File: config.mk
export PLATFORM = sky130hd
export DESIGN_NAME = refresh_cmd_mux
export DESIGN_NICKNAME = d
export VERILOG_FILES = /design/src/rtl/refresh_cmd_mux.sv
export SDC_FILE = /design/constraint.sdc
export NUM_CORES = 1
export LEC_CHECK = 0
export ABC_CLOCK_PERIOD_IN_PS = 3280
export CORE_AREA = 10 10 89 91
export CTS_BUF_LIST = sky130_fd_sc_hd__clkbuf_8 sky130_fd_sc_hd__clkbuf_16
export DETAILED_ROUTE_END_ITERATION = 6
export DIE_AREA = 0 0 99 101
export MAX_ROUTING_LAYER = met4
export PLACE_DENSITY_LB_ADDON = 0.05
export REMOVE_ABC_BUFFERS = 1
export SKIP_LAST_GASP = 1
export SYNTH_ARGS = -nofsm -noshare
export SYNTH_HDL_FRONTEND = slang
export SYNTH_SLANG_ARGS = --single-unit
File: constraint.sdc
create_clock -name sys_clk -period 3.28 [get_ports sys_clk]
set_clock_uncertainty 0.15 [all_clocks]
set_input_delay 0.492 -clock sys_clk [delete_from_list [all_inputs] [get_ports sys_clk]]
set_output_delay 0.492 -clock sys_clk [all_outputs]
set_load 0.005 [all_outputs]
File: src/rtl/refresh_cmd_mux.sv
// refresh_cmd_mux: merges refresher and bank-machine command streams onto one registered DRAM command bus
module refresh_cmd_mux #(
    parameter int AW  = 17,
    parameter int BAW = 3,
    parameter int GW  = 8
) (
    input  logic           sys_clk,
    input  logic           sys_rst_n,
    input  logic [GW-1:0]  ref_guard_cfg,
    input  logic           ref_cmd_valid,
    output logic           ref_cmd_ready,
    input  logic           ref_cmd_last,
    input  logic [AW-1:0]  ref_cmd_a,
    input  logic [BAW-1:0] ref_cmd_ba,
    input  logic           ref_cmd_cas,
    input  logic           ref_cmd_ras,
    input  logic           ref_cmd_we,
    input  logic           bm_cmd_valid,
    output logic           bm_cmd_ready,
    input  logic [AW-1:0]  bm_cmd_a,
    input  logic [BAW-1:0] bm_cmd_ba,
    input  logic           bm_cmd_cas,
    input  logic           bm_cmd_ras,
    input  logic           bm_cmd_we,
    output logic           out_cmd_valid,
    output logic [AW-1:0]  out_cmd_a,
    output logic [BAW-1:0] out_cmd_ba,
    output logic           out_cmd_cas,
    output logic           out_cmd_ras,
    output logic           out_cmd_we,
    output logic           out_cmd_src,
    output logic           ref_active,
    output logic [15:0]    ref_count,
    output logic           ref_proto_err
);
    typedef enum logic [1:0] {NORMAL, DRAIN, REFRESH} state_t;

    state_t        state, state_nxt;
    logic [GW-1:0] guard;
    logic          bm_hs, ref_issue, ref_done, ref_abort;

    // state register
    always_ff @(posedge sys_clk or negedge sys_rst_n) begin
        if (!sys_rst_n) state <= NORMAL;
        else            state <= state_nxt;
    end

    // handshakes, grants and next state; refresh always wins over a same-cycle bank request
    always_comb begin
        state_nxt     = state;
        bm_cmd_ready  = sys_rst_n && state == NORMAL && !ref_cmd_valid;
        ref_cmd_ready = state == REFRESH;
        ref_active    = state != NORMAL;
        bm_hs         = bm_cmd_valid && bm_cmd_ready;
        ref_issue     = ref_cmd_ready && ref_cmd_valid && (ref_cmd_ras || ref_cmd_cas || ref_cmd_we);
        ref_done      = ref_cmd_ready && ref_cmd_valid && ref_cmd_last;
        ref_abort     = ref_cmd_ready && !ref_cmd_valid;
        case (state)
            NORMAL:  state_nxt = ref_cmd_valid ? DRAIN : NORMAL;
            DRAIN:   state_nxt = !ref_cmd_valid ? NORMAL : (guard == '0 ? REFRESH : DRAIN);
            REFRESH: state_nxt = (ref_abort || ref_done) ? NORMAL : REFRESH;
            default: state_nxt = NORMAL;
        endcase
    end

    // guard time since the last issued bank command, saturating at zero
    always_ff @(posedge sys_clk or negedge sys_rst_n) begin
        if (!sys_rst_n)        guard <= '0;
        else if (bm_hs)        guard <= ref_guard_cfg;
        else if (guard != '0)  guard <= guard - 1'b1;
    end

    // registered command bus; payload holds when nothing is issued
    always_ff @(posedge sys_clk or negedge sys_rst_n) begin
        if (!sys_rst_n) begin
            out_cmd_valid <= 1'b0;
            out_cmd_a     <= '0;
            out_cmd_ba    <= '0;
            out_cmd_cas   <= 1'b0;
            out_cmd_ras   <= 1'b0;
            out_cmd_we    <= 1'b0;
            out_cmd_src   <= 1'b0;
        end else begin
            out_cmd_valid <= bm_hs || ref_issue;
            if (bm_hs) begin
                out_cmd_a   <= bm_cmd_a;
                out_cmd_ba  <= bm_cmd_ba;
                out_cmd_cas <= bm_cmd_cas;
                out_cmd_ras <= bm_cmd_ras;
                out_cmd_we  <= bm_cmd_we;
                out_cmd_src <= 1'b0;
            end else if (ref_issue) begin
                out_cmd_a   <= ref_cmd_a;
                out_cmd_ba  <= ref_cmd_ba;
                out_cmd_cas <= ref_cmd_cas;
                out_cmd_ras <= ref_cmd_ras;
                out_cmd_we  <= ref_cmd_we;
                out_cmd_src <= 1'b1;
            end
        end
    end

    // completed-sequence counter and sticky protocol error
    always_ff @(posedge sys_clk or negedge sys_rst_n) begin
        if (!sys_rst_n) begin
            ref_count     <= '0;
            ref_proto_err <= 1'b0;
        end else begin
            if (ref_done)  ref_count     <= ref_count + 16'd1;
            if (ref_abort) ref_proto_err <= 1'b1;
        end
    end
endmodule

==> results by stage, run 1 <==
Synthesis:
- The most used flip-flop cell after synthesis is dfrtp_1.
- The cell count after synthesis is about 230.
- The number of different library cells used by synthesis comes to 39.
- The count of yosys warnings during synthesis is 0.
- Synthesis inferred 52 register bits.
- The synthesized cell area is 0.00242 mm^2.
- The average instance in the mapped netlist occupies about 11 um^2.
- The number of enable-type register cells in the synthesized netlist is 0.
- For this run, the register share of the synthesized area comes to approximately 54%.
- After synthesis, the share of flip-flops with an asynchronous set or reset is 100%.

Worst setup path:
- The signal on the critical path passes through clkdlybuf4s50_1 > nor4b_2 > clkdlybuf4s50_1.
- Among all stages on the critical path, the largest delay is contributed by clkdlybuf4s50_1.
- The critical path runs through a total of 3 cells.
- The worst setup path is captured at an output port.
- Along the worst path, the maximum fanout reaches 6.
- The number of cells on the worst reg-to-reg path is 6.
- The critical path is of the input pin to output port type.
- Counting both buffers and inverters, the worst setup path holds a total of 2.
- The family with the most delay on the worst path is buffers and inverters.
- STA puts the critical path data arrival time at between 1.5 and 2 ns.
- The most used cell along the critical path is clkdlybuf4s50_1.
- At the worst endpoint, the required time is around 2.6 ns.
- For this run, the slowest stage of the critical path takes between 0.5 and 0.6 ns.
- The category of the worst setup path launch point is an input pin.

Flow run:
- The max-capacitance violation count is 0.

Timing:
- Setup repair after global routing left no endpoint under its margin.
- Timing would allow up to 381 MHz.
- The normalized max-slew margin is approximately 56%.
- The max-slew violation count was 0.
- The final worst setup slack is roughly 0.66 ns.
- The setup-violating endpoint count in the final report is 0.
- The part of the cycle the worst path needs is 79.9%.
- The final-report hold violation count is 0.
- The final critical path time including I/O delays and setup is roughly 2.6 ns.
- At the pin with the least slew margin, the transition time is 0.656 ns.
- Setup total negative slack on the finished layout was measured at 0 ns.

Clocking:
- TritonCTS built the clock tree.
- CTS saw 52 sinks.
- The number of buffers inserted by post-CTS setup repair is 0.
- The worst-skew pair later-pin latency is between 0.2 and 0.3 ns.
- The total CTS buffers is 5.
- The tree is rooted in a clkbuf_8.
- The H-tree was split into 2 levels.
- The total of hold buffers inserted after clock tree synthesis is 0.
- Gates resized during post-CTS repair numbered 0.
- The clock passes through at most 2 buffers.
- The clock slew at the register clock pins of the worst setup and hold paths is approximately 0.10 ns.

Power:
- Dividing total power by cell area gives a power density of about 460 mW/mm^2.
- The register share of total power is between 40% and 50%.
- For this design the total switching power over the nets is 0.000440 W.
- The standby leakage power is about 1.5 nW.
- The logic gate share of total power is between 20% and 30%.
- The fraction of power consumed by the clock network is 25.6%.
- The worst-case IR drop observed on VDD is roughly 0.33 mV.
- The internal cell power is 0.00124 W.
- Of the total power, the share spent switching nets is between 20% and 30%.

Route:
- After detailed routing, the average wire length per cell comes to around 16 um.
- In this run the remaining antenna-violating nets after routing total 0.
- The aggregate routed wire length is between 6 and 7 mm.
- The via count of the routed design is 2,027.
- The first detailed-routing pass ran for 4 iterations.
- The average via count per standard cell is 4.92.
- The final routed DRC violation total is 0.
- After the first detailed-routing iteration, the DRC count stood at 53.

Die:
- The number of rows in the core area is 29.
- between 100 and 150 I/O pins were placed.
- The initial utilization of the core area, before any placement, comes to 39.0%.
- From left edge to right edge, the die measures 99 um.
- The core region is between 0.006 and 0.007 mm^2.
- The die covers roughly 0.01 mm^2.
- The floorplan die height is 101 um.

Placed design:
- At the end of routability-driven placement, the weighted congestion stood at 0.767.
- The worst-case setup slack after placement is 0.612 ns.
- The placed cell area is about 0.0035 mm^2.
- The number of placed instances, taps included, is just over 400.
- The wire-length estimate of the detail-placed layout is 5.15 mm.
- Input and output buffers added on the ports amount to 103.

Hold path:
- The min-delay analysis places its worst path in the category input pin to async pin.

Final layout:
- The share of final-layout standard cells stronger than drive strength 1 is 5.37%.
- The area growth from synthesis to layout is 50.7%.
- The final layout contains between 300 and 400 nets.
- The number of antenna diodes in the final layout is 0.
- Summing all non-filler instances in the final layout gives an area of between 0.003 and 0.004 mm^2.
- The count of non-filler cells in the finished layout is around 410.
- The layout has ~550 filler cells.

Outcome:
- The run finished with clean final reports.

GRT:
- The wire length of the first global-routing pass is roughly 11 mm.
- The number of global-route vias before repair is about 2,100.
- Global routing consumed, over all layers together, 13.4% of the routing resources.
- After global routing the overflow that remains totals 0.
- Entering global routing, the biggest net connects 53 pins.
- The number of antenna violations at the first check in global routing is 0.
[cell usage after synthesis, types with 3 or more instances]
library cell / n / area share (%)
nand3_1: 3 / 0.62
buf_2: 5 / 1.0
dfrtp_1: 52 / 54
a22o_1: 5 / 1.8
a21oi_1: 3 / 0.62
xor2_1: 6 / 2.2
a31oi_1: 4 / 1.0
inv_1: 6 / 0.93
o21ai_1: 4 / 0.83
mux2i_1: 19 / 7.9
clkbuf_1: 4 / 0.62
o21ai_0: 18 / 3.7
nand2_1: 31 / 4.8
nor2_1: 11 / 1.7
nand4_1: 6 / 1.6
and3_1: 3 / 0.78
nand2b_1: 3 / 0.78
or3_1: 7 / 1.8
a21o_1: 5 / 1.6
xnor2_1: 11 / 4.0
[power by group through the flow]
stage          Sequential, W  Combinational [W]  Clock (W)
2_1_floorplan       0.000831           0.000179          0
3_3_place_gp        0.000831           0.000432          0
3_5_place_dp        0.000836           0.000436          0
4_1_cts             0.000823           0.000442   0.000447
5_1_grt             0.000837           0.000478   0.000470
6_report            0.000823           0.000432   0.000431
[final cells by class]
| class | instances | area (um^2) | area share, % |
|---|---|---|---|
| timing repair buffer | 108 | 1060 | 29.2 |
| inverter | 6 | 22.5 | 0.617 |
| clock buffer | 5 | 68.8 | 1.89 |
| clock inverter | 3 | 38.8 | 1.06 |
| tap | 77 | 96.3 | 2.64 |
| multi-input combinational | 161 | 1060 | 29.0 |
| sequential | 52 | 1300 | 35.7 |
[final timing paths]
check	startpoint	to	slack (ns)
max	ref_cmd_valid	bm_cmd_ready	0.66
min	sys_rst_n	ref_count[9]$_DFFE_PN0P_	0.17
max reg2reg	guard[0]$_DFFE_PN0P_	guard[1]$_DFFE_PN0P_	1.18
min reg2reg	ref_proto_err$_DFFE_PN0P_	ref_proto_err$_DFFE_PN0P_	0.32
max in group asynchronous	sys_rst_n	out_cmd_a[13]$_DFFE_PN0P_	2.38
min in group sys_clk	ref_proto_err$_DFFE_PN0P_	ref_proto_err$_DFFE_PN0P_	0.32
[state kept, by name, indices dropped and copies added, names as in the netlist]
name / count
state: 2
ref_proto_err: 1
out_cmd_valid: 1
ref_count: 16
out_cmd_a: 17
out_cmd_we: 1
out_cmd_cas: 1
out_cmd_ba: 3
out_cmd_ras: 1
out_cmd_src: 1
guard: 8
[cells in the final DEF, fill, tap and decap left out, types with 2 or more instances in the layout]
cell type and count:
ha_1 2, nand2_1 31, nand3_1 3, xnor2_1 11
clkbuf_8 5, o21ai_1 4, nor2_1 11, nand2b_1 3
clkdlybuf4s50_1 102, a22o_1 5, o31ai_1 2, a21o_1 5
mux2i_1 19, o21ai_0 18, dfrtp_1 52, or3_1 7
a31oi_1 4, nand4_1 6, xor2_1 6, buf_4 5
nor3_1 2, and3_1 3, inv_1 7, a21oi_1 3
[metal layers]
metal / track usage, % / vias up / wire length, um
li1: - / 1016 / -
met1: 18.1 / 937 / 3450
met2: 19.3 / 69 / 2860
met3: 3.84 / 5 / 387
met4: 2.98 / 0 / 39
met5: - / - / 0
[cell families after synthesis]
family / synth area share (%)
AO/OA/AOI/OAI: 11.3
AND/OR/NAND/NOR: 16.9
adder cells (fa/ha/maj): 1.03
multiplexers: 8.32
XOR/XNOR: 6.15
flip-flops: 53.8
buffers and inverters: 2.58
[stage by stage]
step                      utilization [%]  hold slack, ns  power, W
final                                58.8           0.169   0.00168
after global routing                 58.8           0.212   0.00178
after CTS                            58.8           0.187   0.00171
after detailed placement             57.0           0.301   0.00127
after global placement               57.0           0.293   0.00126
after floorplan                         -          0.0464   0.00101
[worst reg2reg max path, cell delays in order, from the launching register on]
cell	delay, ns
dfrtp_1	0.38
inv_1	0.09
ha_1	0.23
or4b_4	0.51
nor2_2	0.30
a21oi_1	0.11
a22o_1	0.21
(Power assumes the default switching activity.)
==> run 2, diff against run 1 <==
Settings changed: ABC_CLOCK_PERIOD_IN_PS 3280 to 2600.
Clock period 3.28 ns to 2.6 ns, I/O delays scaled along.
==> results by stage, run 2 (synthesis results as in run 1) <==
Final layout:
- The area growth from synthesis to layout is 49.7%.
- The finished layout holds slightly above 400 standard cells, fillers aside.
- The number of diodes is 0.
- The top cell types in the final layout, fill and taps aside, are clkdlybuf4s50_1, dfrtp_1, nand2_1.
- The share of final-layout standard cells stronger than drive strength 1 is about 5.4%.
- The layout net count is between 300 and 400.
- For this run, the share of the core covered by cells in the final layout is 58.4%.
- The most common library cell in the layout ignoring fill and taps is clkdlybuf4s50_1.
- The most flop-heavy register is out_cmd_a.
- The largest registers in the layout are out_cmd_a x17, ref_count x16, guard x8.
- The flip-flop count of the largest register, all copies and words added is 17.

Placed design:
- The last weighted congestion value of the routability-driven placer is 0.775.
- Once detailed placement completed, the half-perimeter wirelength came to about 5.2 mm.
- Before CTS, the worst setup slack after placement is 0.209 ns.
- During placement, the flow inserted port buffers numbering roughly 100.
- The cell total after placement is 406.

Die:
- The standard cell core area is roughly 0.0062 mm^2.
- The floorplan die height is about 100 um.
- The number of ports placed on the die boundary is between 100 and 150.
- The die covers approximately 0.010 mm^2.
- Measured along the x axis, the die boundary spans 99 um.
- Once the floorplan was initialized, standard cells occupied around two fifths of the core.
- In this run the core area contains 29 standard-cell rows.

Route:
- The average wire per standard cell is 16.5 um.
- The final route contains between 2,000 and 2,500 vias.
- The aggregate routed wire length is approximately 6.8 mm.
- The count of nets left with antenna violations once routing finished came out at 0.
- The total iterations of the first detailed-routing run is 5.
- After detailed routing, the number of vias per cell comes to ~5.0.
- After the first detailed-routing iteration, the DRC count stood at 56.
- After detailed routing, the number of remaining DRC violations is 0.

Timing:
- The part of the cycle the worst path needs is just over 90%.
- The max-slew violation count is 0.
- The normalized max-slew margin is between 50 and 60%.
- The final-layout setup total negative slack is 0 ns.
- Static timing analysis puts the maximum clock frequency at about 420 MHz.
- The slew of the pin with the lowest slew margin is approximately 0.66 ns.
- Setup violations remaining at the end of the flow were counted as 0.
- The final critical path time including I/O delays and setup is about 2.4 ns.
- The final-report hold violation count is 0.
- Setup repair after global routing left no endpoint under its margin.
- Across all setup checks in the final design, the least slack found is between 0.2 and 0.25 ns.

Clocking:
- Counting along the longest clock path gives a buffer depth of 2.
- The worst-skew pair later-pin latency is around 0.29 ns.
- The number of sinks driven by the clock tree is 52.
- Clock-pin slew was measured on the worst setup and hold paths at 0.09 ns.
- Hold repair after CTS inserted 0 buffers.
- The count of H-tree levels built during CTS is 2.
- The quantity of gates resized following cts is 0.
- Counting the buffers created by CTS gives 5.
- The tree is rooted in a clkbuf_8.
- The number of buffers inserted by post-CTS setup repair is 0.
- TritonCTS built the clock tree.

Power:
- The standby leakage power is about 1.5 nW.
- The largest vdd supply drop is between 0.3 and 0.4 mV.
- Power comes to around 0.002 W.
- Power spread over the standard cell area amounts to about 550 mW/mm^2.

Worst setup path:
- The category of the worst setup path launch point is an input pin.
- The endpoint arrival time on the critical path is between 1.5 and 2 ns.
- The critical path endpoint category is an output port.
- In this run the worst path has a maximum fanout of 3.
- By startpoint and endpoint, the worst setup path is classified as input pin to output port.
- The critical path data required time is between 2 and 2.5 ns.

Flow run:
- Max-cap violations in this run came to 0.

Hold path:
- The kind of path behind the tightest hold check is input pin to async pin.

GRT:
- The maximum number of pins on one net before global-route repair is 53.
- The total overflow left after global routing is 0.
- The wire length of the first global-routing pass is between 10 and 15 mm.
- The number of global-route vias before repair is ~2,100.
- The overall routing resource usage is a little over an eighth.
- The number of antenna violations at the first check in global routing is 0.

Outcome:
- The flow ran to the end, and the final reports show no timing, DRC or antenna violations.
## run 2: changes by cell type in the layout (fill, tap and decap cells not counted)
cell / delta
buf_4: +2
bufinv_16: -1
clkinv_2: -1
inv_1: -1
## run 2: report_power, final
group	internal, W	switching (W)	leakage (nW)
combinational	0.000342	0.000199	0.808
sequential	0.000947	0.0000918	0.671
clock	0.000174	0.000242	0.0359
## run 2: metal layers
metal	wire length [um]	vias to the layer above	global-route usage [%]	part of all wire, %
met5	0	-	-	0
met4	27	0	3.31	0.40
met3	401	4	3.77	5.9
met2	2910	70	19.6	43
met1	3430	941	18.4	51
li1	-	1020	-	-
## run 2: cell type report
cell class                      count  area (um^2)
Sequential cell                    52         1300
Inverter                            6         22.5
Timing Repair Buffer              110         1080
Multi-Input combinational cell    161         1060
Tap cell                           77         96.3
Clock buffer                        5         68.8
Fill cell                         544         2580
## run 2: path summary, 6_finish.rpt
check / start / end / slack, ns / depth (start not counted)
min reg2reg: ref_proto_err$_DFFE_PN0P_ / ref_proto_err$_DFFE_PN0P_ / 0.32 / 1
max: ref_cmd_valid / bm_cmd_ready / 0.23 / 3
min in group sys_clk: ref_proto_err$_DFFE_PN0P_ / ref_proto_err$_DFFE_PN0P_ / 0.32 / 1
min: sys_rst_n / out_cmd_we$_DFFE_PN0P_ / 0.08 / 2
max in group asynchronous: sys_rst_n / guard[5]$_DFFE_PN0P_ / 1.79 / 2
max reg2reg: guard[0]$_DFFE_PN0P_ / guard[1]$_DFFE_PN0P_ / 0.54 / 6
## run 2: through the flow
step                      instance area [um^2]  hold WS [ns]
final                                     3620        0.0790
after global routing                      3620         0.113
after CTS                                 3620         0.108
after detailed placement                  3550         0.294
after global placement                    3550         0.293
after floorplan                           2380       -0.0556
## run 2: critical path, cell delays in order
cell and delay, ns:
clkdlybuf4s50_1 0.44, nor4b_2 0.42, clkdlybuf4s50_1 0.58
==> run 3, diff against run 2 <==
Settings changed: PLACE_DENSITY set to 0.87, PLACE_DENSITY_LB_ADDON 0.05 to not set, SKIP_LAST_GASP 1 to not set.
==> results by stage, run 3 (synthesis results as in run 1) <==
Clocking:
- After clock tree synthesis, the clock-pin slew on the worst setup and hold paths is 0.09 ns.
- The number of sinks driven by the clock tree is 52.
- Post-CTS repair changed the size of 0 cells.
- The number of hold buffers added after CTS was 0.
- The total CTS buffers is 5.
- The clock reaches the later pin of the worst-skew pair after 0.30 ns.
- The tree is rooted in a clkbuf_8.
- The clock tree buffer depth is 2.
- The TritonCTS clock tree is done.
- The H-tree was split into 2 levels.
- The number of buffers inserted by post-CTS setup repair is 0.

Final layout:
- The top cell types in the final layout, fill and taps aside, are clkdlybuf4s50_1, dfrtp_1, nand2_1.
- 0 antenna diodes ended up in the layout.
- The share of final-layout standard cells stronger than drive strength 1 is just under 5%.
- In the final layout, the registers with the most flip-flops are out_cmd_a x17, ref_count x16, guard x8.
- Cells fill 58.6% of the core in the end.
- The net count of the finished layout is 393.
- From synthesis to final layout, the design area changed by 50.4%.
- Leaving out fill and tap cells, the most frequent cell in the layout is clkdlybuf4s50_1.
- out_cmd_a holds more flip-flops than any other register.
- The flip-flop count of the largest register, all copies and words added is 17.

Worst setup path:
- The delay of the slowest critical-path stage is about 0.58 ns.
- STA classifies the critical path endpoint as an output port.
- The combined buffer and inverter count along the critical path is 2.
- The family with the most delay on the worst path is buffers and inverters.
- The worst setup path is launched from an input pin.
- The type of the worst setup path is input pin to output port.
- By instance count, the cell type seen most on the critical path is clkdlybuf4s50_1.
- The critical path goes through clkdlybuf4s50_1 > nor4b_2 > clkdlybuf4s50_1.
- At the worst endpoint, the required time is between 2 and 2.5 ns.
- The maximum fanout along the worst path is 6.
- The cell at the slowest stage of the critical path is clkdlybuf4s50_1.
- Data on the critical path arrives at its endpoint at approximately 1.9 ns.

GRT:
- The wire length of the first global-routing pass is ~11 mm.
- The overall routing resource usage is around 13%.
- Entering global routing, the biggest net connects 53 pins.
- The overall overflow remaining after global route is 0.
- The number of antenna violations at the first check in global routing was 0.
- The number of global-route vias before repair was around 2,100.

Placed design:
- The worst-case setup slack after placement is between 0.2 and 0.25 ns.
- The last weighted congestion value of the routability-driven placer is ~0.80.
- The port buffer count is 103.
- Detailed placement finished with a half-perimeter wire length of 5.21 mm.

Flow run:
- Max-cap violations in this run came to 0.

Die:
- The number of ports placed on the die boundary is roughly 100.
- The number of rows in the core area is 29.
- The floorplan die height is approximately 100 um.
- The overall die area is approximately 0.01 mm^2.
- The initial utilization of the core area, before any placement, comes to about two fifths.
- The die is about 99 um wide.
- The standard cell core area is approximately 0.0062 mm^2.

Timing:
- Final hold analysis gives a worst-case slack of 0.0930 ns.
- In the finished design, the share of the clock period the worst path needs comes to about 93%.
- Setup violations remaining at the end of the flow were counted as 0.
- Setup repair after global routing left no endpoint under its margin.
- The worst path meets setup with between 0.15 and 0.2 ns of slack.
- The final critical path time including I/O delays and setup is 2.41 ns.
- For the final routed database, the setup TNS stands at 0 ns.
- For the pin with the worst max-slew slack, the measured transition is between 0.6 and 0.7 ns.
- The normalized max-slew margin is a little under three fifths.
- Derived from the worst setup path, the maximum achievable clock frequency is approximately 410 MHz.
- The final-report hold violation count is 0.
- The max-slew violation count is 0.

Route:
- The via count of the routed design is ~2,100.
- The average wire per standard cell is 16.3 um.
- The count of routing violations after the opening detailed-route iteration is 39.
- The average via count per standard cell is 5.10.
- For this block, the routed nets add up to 6.68 mm of wire.
- After detailed routing, the number of remaining DRC violations is 0.
- The total iterations of the first detailed-routing run is 4.
- The detail route stage leaves a number of antenna-violating nets equal to 0.

Power:
- For this design the ratio of total power to cell area is 560 mW/mm^2.
- The total net switching power is between 0.0005 and 0.0006 W.
- The logic gate share of total power is about a quarter.
- The largest vdd supply drop is 0.361 mV.
- The clock network is responsible for roughly 22% of the overall power.
- Net switching is between 20% and 30% of the power.
- In this run the static leakage power is between 1.5 and 2 nW.
- The register share of total power is roughly 51%.
- Internal power comes to 0.00148 W.

Outcome:
- The flow ran to the end, and the final reports show no timing, DRC or antenna violations.

Hold path:
- The kind of path behind the tightest hold check is input pin to async pin.
-- run 3: final timing paths --
| kind | start | endpoint | slack (ns) | cells after the start |
|---|---|---|---|---|
| max | ref_cmd_valid | bm_cmd_ready | 0.19 | 3 |
| min | sys_rst_n | out_cmd_a[3]$_DFFE_PN0P_ | 0.09 | 2 |
| max reg2reg | guard[0]$_DFFE_PN0P_ | guard[6]$_DFFE_PN0P_ | 0.53 | 5 |
| min reg2reg | ref_proto_err$_DFFE_PN0P_ | ref_proto_err$_DFFE_PN0P_ | 0.32 | 1 |
| max in group asynchronous | sys_rst_n | ref_count[15]$_DFFE_PN0P_ | 1.76 | 2 |
| min in group sys_clk | ref_proto_err$_DFFE_PN0P_ | ref_proto_err$_DFFE_PN0P_ | 0.32 | 1 |
-- run 3: stage by stage --
step	cell area (um^2)	instances	power [W]
5_1_grt	3640	410	0.00217
3_3_place_gp	3550	402	0.00158
6_report	3640	410	0.00204
3_5_place_dp	3550	402	0.00161
2_1_floorplan	2380	219	0.00127
4_1_cts	3640	410	0.00207
-- run 3: cell type report --
cell class	instances	area [um^2]
fillers	523	2570
multi-input cells	161	1060
well taps	77	96.3
clock buffers	5	68.8
flip-flops and latches	52	1300
inverters	6	22.5
clock inverters	3	20.0
repair buffers	106	1070
-- run 3: layer usage --
| metal | global-route usage, % | routed length, um | vias up |
|---|---|---|---|
| met1 | 17.2 | 3150 | 1000 |
| li1 | - | - | 1012 |
| met3 | 3.70 | 363 | 2 |
| met4 | 2.32 | 25 | 0 |
| met2 | 20.8 | 3140 | 76 |
| met5 | - | 0 | - |
-- run 3: power by group through the flow --
stage | combinational (W) | clock (W) | sequential (W)
after floorplan | 0.000226 | 0 | 0.00105
after global placement | 0.000534 | 0 | 0.00105
after detailed placement | 0.000550 | 0 | 0.00106
after CTS | 0.000552 | 0.000476 | 0.00104
after global routing | 0.000609 | 0.000500 | 0.00107
final | 0.000542 | 0.000453 | 0.00104
